[src/rtl/simon_pkg.sv]
`default_nettype none
// ============================================================================
// Module      : simon_pkg
// Description : Shared state codes, colour codes and helpers for the Simon
//               game controller.
// Revision    : 1.0 - initial release
// ============================================================================
package simon_pkg;

    localparam int COLOUR_W = 2;

    localparam logic [3:0] S_IDLE     = 4'd0;
    localparam logic [3:0] S_FILL     = 4'd1;
    localparam logic [3:0] S_SHOW_ON  = 4'd2;
    localparam logic [3:0] S_SHOW_GAP = 4'd3;
    localparam logic [3:0] S_INPUT    = 4'd4;
    localparam logic [3:0] S_CHECK    = 4'd5;
    localparam logic [3:0] S_LEVEL_UP = 4'd6;
    localparam logic [3:0] S_WIN      = 4'd7;
    localparam logic [3:0] S_LOSE     = 4'd8;

    localparam logic [COLOUR_W-1:0] COL_B = 2'd0;
    localparam logic [COLOUR_W-1:0] COL_G = 2'd1;
    localparam logic [COLOUR_W-1:0] COL_R = 2'd2;
    localparam logic [COLOUR_W-1:0] COL_Y = 2'd3;

    function automatic logic [3:0] onehot4(input logic [COLOUR_W-1:0] colour);
        onehot4 = 4'b0001 << colour;
    endfunction

endpackage
`default_nettype wire

[src/rtl/simon_tick_timer.sv]
`default_nettype none
// ============================================================================
// Module      : simon_tick_timer
// Description : Counts tick strobes and flags the strobe that reaches the
//               programmed load value; clear restarts the count.
// Revision    : 1.0 - initial release
// ============================================================================
module simon_tick_timer #(
    parameter int CNT_W = 3
) (
    input  logic             clk,
    input  logic             resetn,
    input  logic             clear,
    input  logic             tick,
    input  logic [CNT_W-1:0] load,
    output logic             done
);

    logic [CNT_W-1:0] r_tick_cnt;

    always_ff @(posedge clk or negedge resetn) begin
        if (!resetn) begin
            r_tick_cnt <= '0;
        end else if (clear) begin
            r_tick_cnt <= '0;
        end else if (tick) begin
            r_tick_cnt <= r_tick_cnt + CNT_W'(1);
        end
    end

    assign done = tick && (r_tick_cnt == (load - CNT_W'(1)));

endmodule
`default_nettype wire

[src/rtl/simon_sequencer.sv]
`default_nettype none
// ============================================================================
// Module      : simon_sequencer
// Description : Simon game controller: fills the pattern memory, replays the
//               pattern for the current level and checks player entries.
// Revision    : 1.0 - initial release
// ============================================================================
module simon_sequencer
    import simon_pkg::*;
#(
    parameter int MAX_LEVEL  = 8,
    parameter int ADDR_W     = 3,
    parameter int SHOW_TICKS = 4,
    parameter int GAP_TICKS  = 2
) (
    input  logic                clk,
    input  logic                resetn,
    input  logic                start,
    input  logic                tick,
    input  logic [COLOUR_W-1:0] rand_colour,
    input  logic                in_valid,
    input  logic [COLOUR_W-1:0] in_colour,
    input  logic [COLOUR_W-1:0] mem_rdata,
    output logic [ADDR_W-1:0]   mem_addr,
    output logic                mem_we,
    output logic [COLOUR_W-1:0] mem_wdata,
    output logic                in_ready,
    output logic [3:0]          led,
    output logic [3:0]          level,
    output logic [3:0]          state_code,
    output logic                win,
    output logic                lose
);

    localparam int              c_max_ticks = (SHOW_TICKS > GAP_TICKS) ? SHOW_TICKS : GAP_TICKS;
    localparam int              c_cnt_w     = $clog2(c_max_ticks + 1);
    localparam logic [ADDR_W-1:0] c_last_idx  = ADDR_W'(MAX_LEVEL - 1);
    localparam logic [3:0]      c_max_level = 4'(MAX_LEVEL);

    logic [3:0]        r_state;
    logic [3:0]        w_next;
    logic [ADDR_W-1:0] r_fill_idx;
    logic [ADDR_W-1:0] r_show_idx;
    logic [ADDR_W-1:0] r_in_idx;
    logic [3:0]        r_level;
    logic              r_hit;
    logic [ADDR_W-1:0] w_lvl_idx;
    logic              w_in_show;
    logic              w_timer_done;
    logic [c_cnt_w-1:0] w_load;

    // Index of the last pattern entry that belongs to the current level.
    assign w_lvl_idx = ADDR_W'(r_level - 4'd1);
    assign w_in_show = (r_state == S_SHOW_ON) || (r_state == S_SHOW_GAP);
    assign w_load    = (r_state == S_SHOW_ON) ? c_cnt_w'(SHOW_TICKS) : c_cnt_w'(GAP_TICKS);

    simon_tick_timer #(
        .CNT_W (c_cnt_w)
    ) u_timer (
        .clk    (clk),
        .resetn (resetn),
        .clear  (w_next != r_state),
        .tick   (tick && w_in_show),
        .load   (w_load),
        .done   (w_timer_done)
    );

    always_ff @(posedge clk or negedge resetn) begin
        if (!resetn) begin
            r_state <= S_IDLE;
        end else begin
            r_state <= w_next;
        end
    end

    always_comb begin
        w_next = r_state;
        case (r_state)
            S_IDLE, S_WIN, S_LOSE: if (start) w_next = S_FILL;
            S_FILL:     if (r_fill_idx == c_last_idx) w_next = S_SHOW_ON;
            S_SHOW_ON:  if (w_timer_done) w_next = S_SHOW_GAP;
            S_SHOW_GAP: if (w_timer_done) w_next = (r_show_idx == w_lvl_idx) ? S_INPUT : S_SHOW_ON;
            S_INPUT:    if (in_valid) w_next = S_CHECK;
            S_CHECK: begin
                if (!r_hit)                      w_next = S_LOSE;
                else if (r_in_idx == w_lvl_idx)  w_next = S_LEVEL_UP;
                else                             w_next = S_INPUT;
            end
            S_LEVEL_UP: w_next = (r_level == c_max_level) ? S_WIN : S_SHOW_ON;
            default:    w_next = S_IDLE;
        endcase
    end

    always_ff @(posedge clk or negedge resetn) begin
        if (!resetn) begin
            r_fill_idx <= '0;
            r_show_idx <= '0;
            r_in_idx   <= '0;
            r_level    <= '0;
            r_hit      <= 1'b0;
        end else begin
            case (r_state)
                S_IDLE, S_WIN, S_LOSE: begin
                    if (start) begin
                        r_fill_idx <= '0;
                        r_level    <= '0;
                    end
                end
                S_FILL: begin
                    if (r_fill_idx == c_last_idx) begin
                        r_level    <= 4'd1;
                        r_show_idx <= '0;
                    end else begin
                        r_fill_idx <= r_fill_idx + ADDR_W'(1);
                    end
                end
                S_SHOW_GAP: begin
                    if (w_timer_done) begin
                        if (r_show_idx == w_lvl_idx) r_in_idx   <= '0;
                        else                         r_show_idx <= r_show_idx + ADDR_W'(1);
                    end
                end
                S_INPUT: if (in_valid) r_hit <= (in_colour == mem_rdata);
                S_CHECK: if (r_hit && (r_in_idx != w_lvl_idx)) r_in_idx <= r_in_idx + ADDR_W'(1);
                S_LEVEL_UP: begin
                    if (r_level != c_max_level) begin
                        r_level    <= r_level + 4'd1;
                        r_show_idx <= '0;
                    end
                end
                default: ;
            endcase
        end
    end

    always_comb begin
        mem_addr  = '0;
        mem_we    = 1'b0;
        mem_wdata = '0;
        led       = 4'b0000;
        in_ready  = 1'b0;
        case (r_state)
            S_FILL: begin
                mem_we    = 1'b1;
                mem_addr  = r_fill_idx;
                mem_wdata = rand_colour;
            end
            S_SHOW_ON: begin
                mem_addr = r_show_idx;
                led      = onehot4(mem_rdata);
            end
            S_INPUT: begin
                mem_addr = r_in_idx;
                in_ready = 1'b1;
            end
            default: ;
        endcase
    end

    assign level      = r_level;
    assign state_code = r_state;
    assign win        = (r_state == S_WIN);
    assign lose       = (r_state == S_LOSE);

endmodule
`default_nettype wire

[config.mk]
export PLATFORM = sky130hd
export DESIGN_NAME = simon_sequencer
export DESIGN_NICKNAME = d
export VERILOG_FILES = /design/src/rtl/simon_pkg.sv /design/src/rtl/simon_tick_timer.sv /design/src/rtl/simon_sequencer.sv
export SDC_FILE = /design/constraint.sdc
export NUM_CORES = 1
export LEC_CHECK = 0
export CAP_MARGIN = 30
export CORE_MARGIN = 2
export CORE_UTILIZATION = 55
export DETAILED_ROUTE_END_ITERATION = 16
export PLACE_DENSITY = 0.94
export SLEW_MARGIN = 10
export SYNTH_ARGS = -nofsm -noshare
export SYNTH_HDL_FRONTEND = slang
export SYNTH_SLANG_ARGS = --single-unit
[constraint.sdc]
create_clock -name clk -period 4.8 [get_ports clk]
set_clock_uncertainty 0.2 [all_clocks]
set_input_delay 1.2 -clock clk [delete_from_list [all_inputs] [get_ports clk]]
set_output_delay 1.2 -clock clk [all_outputs]
set_load 0.01 [all_outputs]
# ---- Yosys cells after proc, flatten, opt, wreduce, memory -nomap -nowiden
# Index checks and enable logic that the tools add are counted.
dict set report word_totals {
  regBits 21
  latchBits 0
  ram_bits 0
  mem_bits_ro 0
  in_bits 11
  out_inout_bits 21
  n_memories 0
}
dict set report op_classes {
  addsub 7
  n_mul 0
  div 0
  magnitude_cmp 0
  eq_ne 25
  shifts 1
  mux 34
  bitwise_logic 0
  reduce_logical 16
}
# cell count
set op_table {}
lappend op_table {{3-bit two-way mux} 14}
lappend op_table {{4-bit two-way mux} 10}
lappend op_table {{4-bit case mux with 7 select lines} 1}
lappend op_table {{3-bit case mux with 3 select lines} 2}
lappend op_table {{4-bit by 3-bit equality test with 1-bit output (second input constant)} 4}
lappend op_table {{3-bit by 1-bit adder with 3-bit output (second input constant)} 4}
lappend op_table {{2-bit inequality test (second input constant)} 6}
lappend op_table {{3-bit case mux with 2 select lines} 2}
lappend op_table {{4-bit case mux with 3 select lines} 1}
lappend op_table {{3-bit equality test} 3}
lappend op_table {{4-bit by 2-bit equality test with 1-bit output (second input constant)} 2}
lappend op_table {{4-bit equality test (second input constant)} 2}
lappend op_table {{4-bit AND reduction} 2}
lappend op_table {{2-bit nonzero test} 3}
lappend op_table {{3-bit nonzero test} 2}
lappend op_table {{3-bit by 1-bit subtractor with 3-bit output (second input constant)} 2}
lappend op_table {{5-bit AND reduction} 1}
lappend op_table {{4-bit by 1-bit adder with 4-bit output (second input constant)} 1}
lappend op_table {{4-bit by 1-bit equality test with 1-bit output (second input constant)} 1}
lappend op_table {{4-bit zero test} 1}
lappend op_table {{2-bit two-way mux} 2}
lappend op_table {{2-bit by 1-bit inequality test with 1-bit output (second input constant)} 2}
lappend op_table {{4-bit inequality test} 1}
lappend op_table {{4-bit inequality test (second input constant)} 1}
lappend op_table {{10 further kinds} 13}

# ---- Logic depth before layout (Yosys ltp)
dict set report depth {
  ltp_word 9
  ltp_mapped 8
  ltp_nobuf 7
}

# ---- Hierarchy
# From an unflattened synthesis, not the netlist that was laid out.
dict set report hier_totals {
  cells_unflattened 184
  area_unflattened_um2 1762.9
}
# mod n_inst cells_per_inst area_each_um2 seq_area_each_um2
set by_module_without_submodules {}
lappend by_module_without_submodules {simon_sequencer 1 166 1557.7 450.4}
lappend by_module_without_submodules {simon_tick_timer 1 18 205.2 75.1}

# ---- Worst setup path before layout
# Ideal clock, no wire load.
dict set report synth_timing {
  kind {flip-flop to output port}
  start {register r_state[0] (netlist: state_code[0])}
  end {output mem_addr[0]}
  t_arrival_ns 1.627
  t_required_ns 3.400
  path_slack_ns 1.773
  path_stages_with_launch 6
  cell_sequence {dfrtp_1 > buf_2 > clkbuf_1 > nor3_1 > a22oi_1 > nand2_1}
}
dict set report synth_between {
  elab_chain_cells 2
}
# item line_no
set synth_rtl {}
lappend synth_rtl {{from (decl)} simon_sequencer.sv:40} ;# logic [3:0] r_state;
lappend synth_rtl {{from (signal assigned)} simon_sequencer.sv:72} ;# r_state <= w_next;
lappend synth_rtl {{4-bit by 3-bit equality test with 1-bit output (tied with other cells)} simon_sequencer.sv:142} ;# case (r_state)
lappend synth_rtl {{3-bit case mux with 3 select lines (*)} simon_sequencer.sv:142}
lappend synth_rtl {{to (decl)} simon_sequencer.sv:24} ;# output logic [ADDR_W-1:0] mem_addr,
# Every way passes the cells marked *; elsewhere a longest branch is shown, timed or not.

# ---- Final worst setup path
dict set report layout_timing {
  start {register r_state[3] (netlist: state_code[3])}
  end {output mem_addr[0]}
}
# The elaborated chain is that of the path after synthesis.

==> out/qor.txt <==
Syn Nets -> 199
Buf+Inv Stages, Crit Path -> 1
Hold Path Class -> reg2reg
Post-route antenna net violation count -> 0
Setup-failing EPs final -> 0
Async SR Flop Fraction -> 100%
Switching share of power -> 43.1%
IO buf count -> 31
I/O pins -> 32
Post-synthesis sequential area ratio -> 33.0%
Critical R2R Launch -> level[0]$_DFFE_PN0P_
H-tree Lvls -> 1
Nets -> 225
RePlAce Congestion -> 0.923
Root buffer cell -> clkbuf_4
Worst relative slew slack -> 45.5%
Min Hold Slack -> 0.387 ns
Rows -> 19
Fmax -> 250 MHz
Number of synthesized flops with an enable pin -> 0
Setup crit start kind -> flip-flop
Vias/cell -> 6.46
Routed Wire Length -> 4120 µm
CTS Sinks -> 21
GRT Total Usage -> 26.0%
Worst Hold Depth -> 1
First-pass GRT wire length -> 6730 µm
Clock Path Buffers -> 2
Avg Cell Area, Syn -> 8.79 µm²
DR vias -> 1530
Cells after Synth -> 181
Antenna violations before repair -> 0
CP arrival -> 2.60 ns
Slowest CP cell -> nor3_1
Cell variety after synth -> 52
Vias in the first global route -> 1509
Postcts setup bufs -> 0
Pleak -> 0.880 nW
Pwr/cell area -> 475 nW/µm²
CTS Buf Count -> 3
Antenna cells -> 0
Power share of the clock group -> 9.9%
Ratio of cells with drive above 1 in the final layout -> 5.34%
RSZ-0062 raised after global routing -> false
CP Capture Type -> output port
First-pass iteration count of the detailed router -> 4
CTS hold repair buffers -> 0
Reg-to-reg setup timing slack -> 2.04 ns
Part of the power in registers -> 34.7%
Initial Utilization -> 57.7%
R2R cell count -> 7
Outcome -> complete, no violations
Final Slew Violations -> 0
Dpl hpwl -> 2970 µm
CTS tree -> done
Post-CTS sizing -> 0
Clock slew at reported path FFs -> 0.12 ns
Final Cycle Share -> 83.4%
Later-pin clock latency in the skew report -> 0.32 ns
Reg2reg end -> u_timer.r_tick_cnt[0]$_DFFE_PN0P_
Comb power frac -> 55.4%
Hold Path Sink -> level[3]$_DFFE_PN0P_
Critical Path Max Stage Delay -> 0.64 ns
Detail-routed net length per standard cell -> 17.4 µm
VDD IR max -> 0.315 mV
Mapped Area -> 1590 µm²
Max-Cap Viols -> 0
DRT iter0 DRCs -> 108
Grt ovf -> 0
CP Cell Sequence -> nand2b_1, nor3_1, a22oi_1, nand2_1, clkdlybuf4s50_1
NetSw -> 0.000396 W
Worst-path fanout max -> 11
Core Area -> 2760 µm²
Internal -> 0.000521 W
Worst path required time -> 3.40 ns
TNS Setup -> 0 ns
Slew at the pin closest to its max-slew limit -> 0.811 ns
Ys flop type -> dfrtp_1
Critical path type -> reg2out
Synth Register Bits -> 21
Min Tclk post-route -> 4.00 ns
Layout area overhead -> 21.2%
Yosys warns -> 0
Final hold vios -> 0
Critical path's top delay family -> simple AND/OR/NAND/NOR gates
# DRC -> 0
Largest net degree at the start of global routing -> 22
Die Y-Extent -> 57.8 µm
Die width -> 57.8 µm
Die area -> 3340 µm²
Worst Min Path Start -> level[3]$_DFFE_PN0P_
-- cells by family after synthesis --
logic type / Yosys count / share of synthesized area, %
AO/OA/AOI/OAI: 39 / 16.8
XOR/XNOR: 12 / 8.42
adder cells (fa/ha/maj): 7 / 5.51
buffers and inverters: 17 / 4.72
flip-flops: 21 / 33.0
multiplexers: 5 / 3.46
AND/OR/NAND/NOR: 80 / 28.0
-- placed cells by master (no fill, tap or decap), types with 5 or more instances in the layout --
master,instances
nor2_1,13
dfrtp_1,21
inv_1,6
nor3_1,9
a21oi_1,6
xnor2_1,6
nand2_1,20
o21ai_0,9
ha_1,7
and3_1,5
clkdlybuf4s50_1,31
-- worst reg2reg max path, stage by stage (launching register included) --
cell	delay, ns
dfrtp_1	0.55
inv_1	0.09
ha_1	0.23
xor3_1	0.36
nor3_1	0.45
nand3_1	0.26
a21boi_0	0.38
nor3_1	0.10
-- final cells by class --
class | instances | area (µm²)
tap | 31 | 38.8
multi-input combinational | 143 | 990
clock buffer | 4 | 26.3
sequential | 21 | 526
inverter | 6 | 22.5
timing repair buffer | 32 | 325
fill | 212 | 830
-- sequential cells by signal, indices dropped and copies added (netlist names) --
signal	flops
r_show_idx	3
state_code	4
r_in_idx	3
r_fill_idx	3
r_hit	1
level	4
u_timer.r_tick_cnt	3
-- through the flow --
| step | utilization [%] | setup WS [ns] | instances | instance area [µm²] | power [W] |
|---|---|---|---|---|---|
| final | 69.9 | 0.797 | 237 | 1930 | 0.000917 |
| after global routing | 69.9 | 0.588 | 237 | 1930 | 0.000982 |
| after CTS | 69.4 | 0.907 | 236 | 1910 | 0.000909 |
| after detailed placement | 68.4 | 0.928 | 232 | 1890 | 0.000818 |
| after global placement | 68.4 | 0.960 | 232 | 1890 | 0.000783 |
| after floorplan | - | 1.77 | 181 | 1590 | 0.000659 |
-- power by group through the flow --
stage	clock network [W]	logic (W)	registers, W
floorplan	0	0.000386	0.000274
global placement	0	0.000473	0.000310
detailed placement	0	0.000500	0.000318
CTS	0.0000913	0.000503	0.000315
global route	0.0000979	0.000555	0.000329
finish	0.0000911	0.000508	0.000318
-- metal layers --
metal  wire length (µm)  track usage (%)
met1               1670             31.8
met2               1990             44.6
met3                332             3.79
met4                125             13.3
met5                  0                0
-- worst max-delay path by stage --
stage,slack (ns),startpoint,end,cells past startpoint
6_report,0.80,state_code[3]$_DFF_PN0_,mem_addr[0],5
5_1_grt,0.59,state_code[2]$_DFF_PN0_,mem_addr[0],5
4_1_cts,0.91,state_code[3]$_DFF_PN0_,mem_addr[0],5
3_5_place_dp,0.93,mem_rdata[0],led[0],3
3_3_place_gp,0.96,mem_rdata[0],led[0],3
2_1_floorplan,1.77,state_code[0]$_DFF_PN0_,mem_addr[0],5
-- synthesized netlist by cell type (4+ instances only) --
library cell	n	area [µm²]
dfrtp_1	21	526
nand2_1	20	75.1
nor2_1	13	48.8
nor3_1	9	45.0
o21ai_0	9	45.0
ha_1	7	87.6
a21oi_1	6	30.0
clkbuf_1	6	22.5
inv_1	6	22.5
xnor2_1	6	52.6
and3_1	5	31.3
mux2i_1	4	40.0
nand3_1	4	20.0
nor2b_1	4	25.0
xor2_1	4	35.0
No activity file was read; power rests on OpenSTA's default activity.
==> RTL change 1, RTL diff (config.mk and constraints unchanged) <==
The parameter `ADDR_W` goes from 3 to 2.
--- a/src/rtl/simon_sequencer.sv
+++ b/src/rtl/simon_sequencer.sv
@@ -11,3 +11,3 @@
     parameter int MAX_LEVEL  = 8,
-    parameter int ADDR_W     = 3,
+    parameter int ADDR_W     = 2,
     parameter int SHOW_TICKS = 4,
Ports: changed (resized mem_addr); port bits go from 32 to 31. The function was not compared with the original's and may differ.
==> RTL change 1 against the unedited design <==
- first-iteration DRC count is 51% lower
- sequential cell count down 3
- worst setup slack gained 0.034 ns
- non-clock buffer count decreased by 2
- total power fell by 12%
- cell area fell by 13%
- routed wire length shrank 21%
- critical endpoint unchanged
- sequential share of layout area down 0.25 points
- area after synthesis decreased by 17%
==> RTL change 1: results <==
{
  "timing.hold.ws_ns": 0.350,
  "drive_gt1_frac": 0.0667,
  "gp_congestion": 0.866,
  "synthXorXnorAreaFrac": 0.0717,
  "route.met2.wl_microns": 1660,
  "num_vias": 1259,
  "timing.rr.start": "state_code[0]",
  "drt_iter0_markers": 53,
  "layout.nets": 196,
  "crit_start": "state_code[1]",
  "rr_endpoint": "u_timer.r_tick_cnt[1]",
  "critPathMaxStageDelay_ns": 0.73,
  "drt_wl_total_microns": 3250,
  "wl_met3_microns": 221,
  "min-delay-start": "r_fill_idx[1]",
  "path_max_fanout": 21,
  "synth_compound_area_frac": 0.182,
  "peakVddDrop_mv": 0.364,
  "wire_per_inst_microns": 15.6,
  "min_to": "r_fill_idx[1]",
  "finalCriticalPeriod_ns": 3.97,
  "cp.arrival_ns": 2.57,
  "preCtsSetupSlack_ns": 0.895,
  "synth_area_leaders": "dfrtp_1 34%, nand2_1 4.8%, nor3_1 4.5%, xor2_1 4.0%, ha_1 3.8%",
  "io_buffers": 30,
  "synthCells": 153,
  "p_leak_nw": 0.692,
  "muxShareOfSynthArea": 0.0245,
  "max-slew-margin-rel": 0.445,
  "outcome": "completed",
  "rrSetupSlack_ns": 2.19,
  "synth_nets": 168,
  "placed_area_sq_um": 1630,
  "dpl.hpwl_microns": 2420,
  "grtUsageTotal": 0.261,
  "met1Wirelength_microns": 1330,
  "grt_pass1_vias": 1144,
  "synthTopCellsByCount": "18 x dfrtp_1, 17 x nand2_1, 12 x nor3_1"
}
[RTL change 1: cell types whose count changed after synthesis, moves of 3 or more]
cell	unedited run	this run
and3_1	5	1
dfrtp_1	21	18
ha_1	7	4
inv_1	6	9
mux2i_1	4	1
nand2_1	20	17
nor2_1	13	10
nor2b_1	4	1
nor3_1	9	12
xnor2_1	6	3
[RTL change 1: layout make-up]
| type | count | area (sq um) |
|---|---|---|
| clock buffer | 4 | 36.3 |
| fill | 184 | 587 |
| inverter | 9 | 33.8 |
| multi-input combinational | 119 | 812 |
| sequential | 18 | 450 |
| tap | 28 | 35.0 |
| timing repair buffer | 30 | 300 |
[RTL change 1: power by group]
group	total [W]	internal [W]	leakage, nW	switching [W]
registers	0.000275	0.000191	0.232	0.0000838
clock network	0.0000982	0.0000463	0.0210	0.0000519
logic	0.000433	0.000221	0.439	0.000212
[RTL change 1: layer usage]
layer / up-vias / GRT usage
met5: - / 0
met4: 0 / 0.132
met3: 4 / 0.0395
met2: 51 / 0.433
met1: 596 / 0.327
li1: 608 / -
==> RTL change 2, RTL diff (same flow settings) <==
Made on the original files. Register the output `level` once more, cleared by the reset; this adds one clock of latency there. The other outputs are not delayed to match.
--- a/src/rtl/simon_sequencer.sv
+++ b/src/rtl/simon_sequencer.sv
@@ -159,3 +159,9 @@
 
-    assign level      = r_level;
+    always_ff @(posedge clk or negedge resetn) begin
+        if (!resetn) begin
+            level <= '0;
+        end else begin
+            level <= r_level;
+        end
+    end
     assign state_code = r_state;
Function: changed (Yosys sat finds a counterexample within 10 cycles, from zero or initial values and one cycle with resetn low).
==> RTL change 2 against the unedited design <==
- combinational power fell by 13%
- worst setup slack improved by 0.017 ns
- total power fell by 6.9%
- area after synthesis rose by 9.4%
- cell area rose by 7.7%
- clock power rose by 8.1%
- largest power group unchanged
- critical path depth did not move
- sequential cell count rose by 4
- critical endpoint is now mem_addr[1]
- sequential power fell by 2%
- routed wire length fell by 9.6%
==> RTL change 2: results <==
{
  "outcome": "completed",
  "synth_seq_area_share": 0.359,
  "clk_latency_ns": 0.34,
  "post_cts_resized": 0,
  "synth-async-reset-ratio": 1.00,
  "rr_endpoint": "r_show_idx[0]",
  "slowest_stage": "dfrtp_1",
  "diodes": 0,
  "wl_met3_microns": 222,
  "drt_wl_total_microns": 3730,
  "numCtsBuffers": 3,
  "tightestPinTransition_ns": 0.697,
  "power_leader": "combinational cells",
  "dpl.hpwl_microns": 2840,
  "dr.pass1.iters": 4,
  "powerDensity_nw_per_um2": 411,
  "rrSetupSlack_ns": 2.27,
  "drt_iter0_markers": 43,
  "grt_max_degree": 21,
  "grt_pass1_wl_microns": 6300,
  "power_frac_comb": 0.519,
  "syn_avg_cell_area_sq_um": 9.72,
  "p_sw_frac": 0.410,
  "num_vias": 1509,
  "met3_usage": 0.0303,
  "critPathMaxStageDelay_ns": 0.76,
  "rr_worst_depth": 5,
  "grtUsageTotal": 0.236,
  "synth_area_leaders": "dfrtp_1 36%, ha_1 5.0%, xnor2_1 4.5%, nand2_1 3.7%, buf_6 2.6%",
  "cts_buffer_depth": 2,
  "path_clk_slew_ns": 0.14,
  "timing.rr.start": "state_code[0]",
  "hold_path_class": "reg2reg",
  "cp-endpoint": "mem_addr[1]",
  "layout.nets": 227,
  "peakVddDrop_mv": 0.196,
  "top_layer": "met4",
  "synth_ff_type": "dfrtp_1",
  "met1_usage": 0.280,
  "io_buffers": 31,
  "p_seq_frac": 0.366,
  "grtUsageMet2": 0.407,
  "synthTopCellsByCount": "25 x dfrtp_1, 17 x nand2_1, 10 x nor2_1",
  "clockRootBuffer": "clkbuf_4",
  "route.met2.wl_microns": 1820,
  "fin_cells": 252,
  "postCtsSetupBuffers": 0,
  "crit_start": "state_code[2]",
  "yosysUniqueCellTypes": 56,
  "drive_gt1_frac": 0.0962,
  "met1Wirelength_microns": 1580,
  "cp.arrival_ns": 2.59,
  "synth_nets": 197,
  "cts_max_level": 1,
  "ys_warn_count": 0,
  "gp_congestion": 0.886,
  "p_leak_nw": 0.925,
  "path_max_fanout": 18,
  "antenna_found_initial": 0
}
[RTL change 2: cell count changes in the layout (fill, tap and decap cells not counted), sizes merged, moves of 3 or more]
cell   unedited run  this run
xnor2             6         9
dfrtp            21        25
a31oi             3         0
mux2i             4         1
[RTL change 2: worst min-delay path by stage]
stage / from / depth (start not counted) / end / slack [ns]
floorplan: r_level[3] / 0 / level[3] / 0.21
global route: r_level[3] / 0 / level[3] / 0.30
global placement: r_level[3] / 0 / level[3] / 0.24
finish: r_level[3] / 0 / level[3] / 0.29
detailed placement: r_level[3] / 0 / level[3] / 0.26
CTS: r_level[3] / 0 / level[3] / 0.29
[RTL change 2: critical path, delay by kind of cell, from the launching register on]
family,cells,cell delay [ns]
buf+inv,1,0.53
simple gates,3,0.75
flops,1,0.76
compound gates,1,0.20
[RTL change 2: area by class of cell]
class,count,area [sq um]
multi-input combinational,139,1010
fill,245,952
sequential,25,626
timing repair buffer,33,333
inverter,7,28.8
clock buffer,4,26.3
tap,44,55.1
[RTL change 2: metrics by stage]
stage | area, sq um | setup WS [ns]
2_1_floorplan | 1740 | 1.88
3_3_place_gp | 2030 | 0.962
3_5_place_dp | 2050 | 0.919
4_1_cts | 2080 | 0.837
5_1_grt | 2080 | 0.651
6_report | 2080 | 0.814
[RTL change 2: logic make-up (layout without fill, tap and decap cells)]
kind of cell / count (synthesis) / after routing / synth area share
adders and majority gates: 7 / 7 / 0.0503
DFF: 25 / 25 / 0.359
AOI/OAI and AO/OA: 45 / 45 / 0.188
and+or+nand+nor: 72 / 72 / 0.252
muxes: 2 / 2 / 0.0144
buffers and inverters: 15 / 44 / 0.0618
xor gates and xnor gates: 13 / 13 / 0.0741
